===== src/rtl/uart_tx_baud.sv =====
// Baud-rate UART transmitter: start bit, DATA_BITS data bits LSB first, optional parity, STOP_BITS stop bits.
// Optional parity bit enabled by defining UART_TX_PARITY_EN.
module uart_tx_baud #(
   parameter int DATA_BITS    = 8,
   parameter int CLKS_PER_BIT = 16,
   parameter int STOP_BITS    = 1,
   parameter int PARITY_ODD   = 0
) (
   input  logic                 clk,
   input  logic                 reset,
   input  logic [DATA_BITS-1:0] data,
   input  logic                 valid,
   output logic                 ready,
   output logic                 tx,
   output logic                 busy,
   output logic [2:0]           state
);

   localparam int CNT_W = $clog2(CLKS_PER_BIT);
   localparam int IDX_W = $clog2(DATA_BITS) + 1;
   localparam logic [CNT_W-1:0] CNT_LAST  = CNT_W'(CLKS_PER_BIT - 1);
   localparam logic [IDX_W-1:0] IDX_LAST  = IDX_W'(DATA_BITS - 1);
   localparam logic [IDX_W-1:0] STOP_LAST = IDX_W'(STOP_BITS - 1);

   typedef enum logic [2:0] {
      S_IDLE   = 3'd0,
      S_START  = 3'd1,
      S_DATA   = 3'd2,
      S_PARITY = 3'd3,
      S_STOP   = 3'd4
   } state_t;

   state_t               state_q, state_d;
   logic [CNT_W-1:0]     cnt_q, cnt_d;
   logic [IDX_W-1:0]     idx_q, idx_d;
   logic [DATA_BITS-1:0] frame_q, frame_d;
   logic [DATA_BITS-1:0] shifted;
   logic                 tx_q, tx_d;

   always_comb begin
      // NOTE: every variable gets a default first so no path can infer a latch.
      state_d = state_q;
      cnt_d   = cnt_q;
      idx_d   = idx_q;
      frame_d = frame_q;
      case (state_q)
         S_IDLE: begin
            if (valid) begin
               state_d = S_START;
               cnt_d   = '0;
               idx_d   = '0;
               frame_d = data;
            end
         end
         S_START: begin
            if (cnt_q == CNT_LAST) begin
               cnt_d   = '0;
               state_d = S_DATA;
            end else begin
               cnt_d = cnt_q + 1'b1;
            end
         end
         S_DATA: begin
            if (cnt_q == CNT_LAST) begin
               cnt_d = '0;
               if (idx_q == IDX_LAST) begin
                  idx_d = '0;
`ifdef UART_TX_PARITY_EN
                  state_d = S_PARITY;
`else
                  state_d = S_STOP;
`endif
               end else begin
                  idx_d = idx_q + 1'b1;
               end
            end else begin
               cnt_d = cnt_q + 1'b1;
            end
         end
`ifdef UART_TX_PARITY_EN
         S_PARITY: begin
            if (cnt_q == CNT_LAST) begin
               cnt_d   = '0;
               state_d = S_STOP;
            end else begin
               cnt_d = cnt_q + 1'b1;
            end
         end
`endif
         S_STOP: begin
            // The bit index doubles as the stop-bit counter.
            if (cnt_q == CNT_LAST) begin
               cnt_d = '0;
               if (idx_q == STOP_LAST) begin
                  idx_d   = '0;
                  state_d = S_IDLE;
               end else begin
                  idx_d = idx_q + 1'b1;
               end
            end else begin
               cnt_d = cnt_q + 1'b1;
            end
         end
         default: begin
            state_d = S_IDLE;
            cnt_d   = '0;
            idx_d   = '0;
         end
      endcase
   end

   // NOTE: tx is decoded from the next state so the line changes on the same edge as the FSM.
   always_comb begin
      shifted = frame_d >> idx_d;
      tx_d    = 1'b1;
      case (state_d)
         S_START:  tx_d = 1'b0;
         S_DATA:   tx_d = shifted[0];
`ifdef UART_TX_PARITY_EN
         S_PARITY: tx_d = (^frame_d) ^ 1'(PARITY_ODD);
`endif
         default:  tx_d = 1'b1;
      endcase
   end

`ifndef UART_TX_PARITY_EN
   logic unused_parity_odd;
   assign unused_parity_odd = 1'(PARITY_ODD);
`endif

   // NOTE: sequential state uses non-blocking assignments only.
   always_ff @(posedge clk or posedge reset) begin
      if (reset) begin
         state_q <= S_IDLE;
         cnt_q   <= '0;
         idx_q   <= '0;
         tx_q    <= 1'b1;
      end else begin
         state_q <= state_d;
         cnt_q   <= cnt_d;
         idx_q   <= idx_d;
         tx_q    <= tx_d;
      end
   end

   // NOTE: the frame buffer is data-path only and is always loaded before use, so it has no reset.
   always_ff @(posedge clk) begin
      frame_q <= frame_d;
   end

   assign ready = (state_q == S_IDLE);
   assign busy  = ~ready;
   assign tx    = tx_q;
   assign state = state_q;

endmodule


===== config.mk =====
export PLATFORM = sky130hd
export DESIGN_NAME = uart_tx_baud
export DESIGN_NICKNAME = d
export VERILOG_FILES = /design/src/rtl/uart_tx_baud.sv
export SDC_FILE = /design/constraint.sdc
export NUM_CORES = 1
export LEC_CHECK = 0
export CORE_MARGIN = 1
export CORE_UTILIZATION = 25
export CTS_BUF_LIST = sky130_fd_sc_hd__clkbuf_4
export DETAILED_ROUTE_END_ITERATION = 8
export MAX_ROUTING_LAYER = met4
export PLACE_DENSITY = 0.47
export SYNTH_ARGS = -nofsm -noshare
export SYNTH_HDL_FRONTEND = slang
export SYNTH_SLANG_ARGS = --single-unit

===== constraint.sdc =====
create_clock -name clk -period 3.2 [get_ports clk]
set_clock_uncertainty 0.2 [all_clocks]
set_input_delay 0.64 -clock clk [delete_from_list [all_inputs] [get_ports clk]]
set_output_delay 0.64 -clock clk [all_outputs]
set_load 0.01 [all_outputs]

# Yosys cells after proc, flatten, opt, wreduce, memory -nomap -nowiden
# Cells that the tools add are included.
# totals
out_inout_bits	6
inputBits	11
regBits	20
# op_classes
n_addsub	2
reduce_logical	3
n_mux	19
n_shift	1
bitwise	1
eq_ne	8
# ops
op	count
2-to-1 mux 4 bit	7
2-to-1 mux 3 bit	6
2-to-1 mux 8 bit	2
one-hot mux 4 bit (4 select lines)	1
one-hot mux 3 bit (4 select lines)	1
adder 4 x 1 -> 4 bit (second input constant)	2
one-hot mux 4 bit (2 select lines)	1
>> shifter 8 x 4 -> 1 bit	1
== test 3 x 1 -> 1 bit (second input constant)	2
== test 3 x 2 -> 1 bit (second input constant)	2
== test 4 x 3 -> 1 bit (second input constant)	1
== test 4 bit (second input constant)	1
zero test 4 bit	1
== test 3 bit (second input constant)	1
zero test 3 bit	1
OR reduction 3 bit	1
!= test 2 bit (second input constant)	1
one-hot mux 1 bit (2 select lines)	1
NOT 1 bit	1

# Depth between registers and ports, before layout
# logic_depth
depth_word	6
depth_mapped	9

# Least setup slack after synthesis
# Ideal clock, no wire load.
# synth_timing
path_kind	register to register
from	register state_q[2], in the netlist state[2]
to	register tx_q, in the netlist tx
setup_time_ps	81
t_arrival_ps	2194
required_ps	2919
period_less_slack_ps	2475
path_slack_ps	725
stages_incl_launch_ff	10
path_buffers	1
path_cell_list	dfrtp_1 or3_1 inv_2 and2_1 buf_2 mux2_1 mux2i_1 nor2_1 a211o_1 o2bb2ai_1
# synth_between
elab_cells_between_ends	17
# synth_rtl
item	line	text
from (decl)	33	state_t state_q, state_d;
from (signal assigned)	139	state_q <= state_d;
zero test 3 bit	n/a	
via ready	13	output logic ready,
2-to-1 mux 8 bit	46	case (state_q)
via frame_d[4]	36	logic [DATA_BITS-1:0] frame_q, frame_d;
>> shifter 8 x 4 -> 1 bit	114	shifted = frame_d >> idx_d;
one-hot mux 1 bit (2 select lines)	116	case (state_d)
via tx_d	38	logic tx_q, tx_d;
to (signal assigned)	142	tx_q <= tx_d;
to (decl)	38	
# The timed path passes the listed nets, and every way through them passes these cells.
# A chain may end at the register's enable or synchronous reset.

# Final worst setup path
# layout_timing
from	register state_q[1], in the netlist state[1]
to	output ready
# layout_between
elab_chain_cells	1
# layout_lines
item	line	text
zero test 3 bit	151	assign ready = (state_q == S_IDLE);
to (decl)	13	
# Every way passes these cells.

==> flow_results.xml <==
<?xml version="1.0" encoding="UTF-8"?>
<metrics>
  <group name="cells_and_area">
    <metric name="mostFrequentLayoutCell" unit="">clkdlybuf4s50_1</metric>
    <metric name="most_frequent_cells_in_the_layout" unit="">clkdlybuf4s50_1 (16), nor2_1 (13), dfrtp_1 (11)</metric>
    <metric name="areaGrowthSynthToFinish" unit="%">23.2</metric>
    <metric name="multiInputGateArea" unit="um^2">612</metric>
    <metric name="antenna_cells_inserted" unit="">0</metric>
    <metric name="post_route_cells_drive_above_1_share" unit="%">15.3</metric>
    <metric name="post_route_core_utilization" unit="%">31.9</metric>
    <metric name="regArea" unit="um^2">462</metric>
    <metric name="final.fill_count" unit="">449</metric>
    <metric name="finish.net_count" unit="">146</metric>
  </group>
  <group name="power">
    <metric name="worst_ir_drop_vdd" unit="V">0.000245</metric>
    <metric name="cellLeakagePower" unit="nW">0.600</metric>
    <metric name="powerDensity" unit="nW/um^2">685</metric>
  </group>
  <group name="place">
    <metric name="dpl_worst_slack" unit="ns">0.363</metric>
    <metric name="dp.final_hpwl" unit="um">1850</metric>
    <metric name="routabilityCongestion" unit="">0.733</metric>
    <metric name="number_of_buffers_added_on_ports" unit="">16</metric>
  </group>
  <group name="logic_synthesis">
    <metric name="netlist.top_cell.by_area" unit="">dfrtp_1</metric>
    <metric name="synth-edff-count" unit="">0</metric>
    <metric name="async_flop_share" unit="%">60.0</metric>
    <metric name="seq_area_frac_synth" unit="%">41.0</metric>
    <metric name="synth_area" unit="um^2">1130</metric>
    <metric name="ys_dominant_reg_cell" unit="">dfrtp_1</metric>
    <metric name="dominant_cells_by_area_after_synthesis" unit="">dfrtp_1 (24%), dfxtp_1 (14%), mux2_2 (7.0%)</metric>
    <metric name="yosys_register_bits" unit="">20</metric>
    <metric name="post_synth_num_cell_types" unit="">45</metric>
    <metric name="synth.net_count" unit="">128</metric>
    <metric name="synthesis.area_per_instance" unit="um^2">9.89</metric>
    <metric name="number_of_standard_cells_after_synthesis" unit="">114</metric>
    <metric name="yosysTopAreaCellShare" unit="%">24.4</metric>
    <metric name="synthesis.yosys.warnings" unit="">0</metric>
  </group>
  <group name="floorplan">
    <metric name="start_util" unit="%">25.9</metric>
    <metric name="chipHeight" unit="um">69.2</metric>
    <metric name="fp.coreArea" unit="um^2">4350</metric>
    <metric name="floorplan.die_area" unit="um^2">4780</metric>
    <metric name="row_count" unit="">24</metric>
    <metric name="pin_count" unit="">17</metric>
    <metric name="die_w" unit="um">69.2</metric>
  </group>
  <group name="route">
    <metric name="drtPass1Iterations" unit="">4</metric>
    <metric name="route.detailed.vias_per_inst" unit="">4.92</metric>
    <metric name="drtIter0Drc" unit="">29</metric>
    <metric name="detail_route.drc_violations" unit="">0</metric>
    <metric name="route.final.wire_length" unit="um">2420</metric>
    <metric name="num_vias" unit="">900</metric>
    <metric name="routed_wire_length_per_instance" unit="um">13.2</metric>
    <metric name="drtAntennaViolNets" unit="">0</metric>
  </group>
  <group name="sta">
    <metric name="fin_tns_setup" unit="ns">0</metric>
    <metric name="finalSetupViolCount" unit="">0</metric>
    <metric name="final_min_period_over_clock_period" unit="%">84.8</metric>
    <metric name="slew_at_the_pin_closest_to_its_max_slew_limit" unit="ns">0.501</metric>
    <metric name="hold_viol_final" unit="">0</metric>
    <metric name="count_of_final_max_slew_check_failures" unit="">0</metric>
    <metric name="max_freq" unit="GHz">0.368</metric>
    <metric name="grt_setup_unrepaired" unit="">false</metric>
    <metric name="final_critical_path_setup_slack" unit="ns">0.486</metric>
    <metric name="finalWorstPathRequiredPeriod" unit="ns">2.71</metric>
    <metric name="timing.slew.headroom" unit="%">66.5</metric>
  </group>
  <group name="worst_setup_path">
    <metric name="maximum_fanout_count_along_the_critical_path" unit="">13</metric>
    <metric name="worst-setup-path-type" unit="">flip-flop to output pin</metric>
    <metric name="cp.arrival" unit="ns">1.87</metric>
    <metric name="critical_path_required" unit="ns">2.36</metric>
    <metric name="timing.critical_path.from_type" unit="">flip-flop</metric>
    <metric name="worst_setup_path_end_kind" unit="">output pin</metric>
  </group>
  <group name="clock_network">
    <metric name="cts_sinks" unit="">20</metric>
    <metric name="cts_tree" unit="">built</metric>
    <metric name="h-tree-depth" unit="">1</metric>
    <metric name="cts.hold.buffers_added" unit="">0</metric>
    <metric name="clk_pin_slew" unit="ns">0.12</metric>
    <metric name="number_of_buffers_created_by_cts" unit="">3</metric>
    <metric name="cts_resized" unit="">0</metric>
    <metric name="cts_buffer_depth" unit="">2</metric>
    <metric name="cts_root_buffer" unit="">clkbuf_4</metric>
    <metric name="postCtsSetupBuffers" unit="">0</metric>
    <metric name="clock_network_latency_to_the_later_pin_of_the_worst_skew_pair" unit="ns">0.32</metric>
  </group>
  <group name="global_routing">
    <metric name="globalRouteTotalUtil" unit="%">11.4</metric>
    <metric name="grt_first_pass_wirelength" unit="um">4260</metric>
    <metric name="grt_start_max_net_pins" unit="">15</metric>
    <metric name="grt-ovfl-total" unit="">0</metric>
    <metric name="vias_in_the_first_global_route" unit="">936</metric>
    <metric name="antenna_found_initial" unit="">0</metric>
  </group>
  <group name="min_path">
    <metric name="worst_hold_path_type" unit="">flip-flop to flip-flop</metric>
  </group>
  <group name="run">
    <metric name="cap_violations" unit="">0</metric>
  </group>
  <group name="outcome">
    <metric name="result_of_the_run" unit="">finished clean</metric>
  </group>
</metrics>
[cell usage after synthesis (2+ instances only)]
library cell,n
ha_1,3
buf_4,3
inv_1,5
nor3b_1,3
nand2_1,4
nand2b_1,2
a21oi_1,6
mux2_2,7
nor3_1,3
mux2i_1,4
o21ai_0,5
xnor2_1,2
dfxtp_1,8
nor2_1,13
dfrtp_1,11
xor2_1,2
or3_1,2
nand3_1,4
[cells by family after synthesis]
family	after synthesis	share of synthesized area, %
buffers and inverters	11	4.77
xor gates and xnor gates	4	3.11
adders and majority gates	3	3.33
AOI/OAI and AO/OA	24	17.2
DFF	20	41.0
and+or+nand+nor	40	19.1
muxes	12	11.5
[per-layer routing]
metal  vias up  share of wire [%]  GRT usage, %
met5         -                  0             -
met4         0                  0          1.36
met3         0                5.0          3.51
met2        22                 49          19.6
met1       437                 46          13.3
li1        441                  -             -
[sequential cells by signal (all words and copies together), names as in the netlist]
name	flops
frame_q	8
state	3
tx	1
idx_q	4
cnt_q	4
[worst paths after layout]
kind	from	to	slack, ns	cells after the start
worst max-delay path	state[1]$_DFF_PP0_	ready	0.49	3
worst min register to register	frame_q[4]$_DFF_P_	frame_q[4]$_DFF_P_	0.28	1
max in group asynchronous	reset	tx$_DFF_PP1_	2.01	2
worst min-delay path	frame_q[4]$_DFF_P_	frame_q[4]$_DFF_P_	0.28	1
worst max register to register	state[1]$_DFF_PP0_	tx$_DFF_PP1_	0.52	8
min in group asynchronous	reset	idx_q[3]$_DFF_PP0_	0.43	2
[critical path, stage by stage, from the launching register on]
cell,delay [ns]
dfrtp_1,0.54
or3_1,0.42
inv_2,0.07
clkdlybuf4s50_1,0.53
[through the flow]
step                total power, mW  instance area (um^2)  hold WS, ns  instances
floorplan                     0.636                  1130        0.233        114
detailed placement            0.740                  1340        0.260        179
global route                   1.03                  1390        0.312        183
global placement              0.735                  1340        0.252        179
finish                        0.951                  1390        0.284        183
CTS                           0.963                  1390        0.291        183
[power by group]
part / switching [mW] / total [mW] / internal [mW] / leakage [nW]
clock: 0.0895 / 0.216 / 0.127 / 0.0279
sequential: 0.0467 / 0.388 / 0.342 / 0.221
combinational: 0.167 / 0.347 / 0.180 / 0.351
total: 0.303 / 0.951 / 0.648 / 0.600
[area by class of cell]
cell class                 count  area share, %
clock inverter                 1           2.16
tap                           52           4.68
inverter                       6           1.62
multi-input combinational     83           44.1
sequential                    20           33.2
timing repair buffer          18           12.6
clock buffer                   3           1.62
Note: power is estimated with default switching activity, not from simulation.
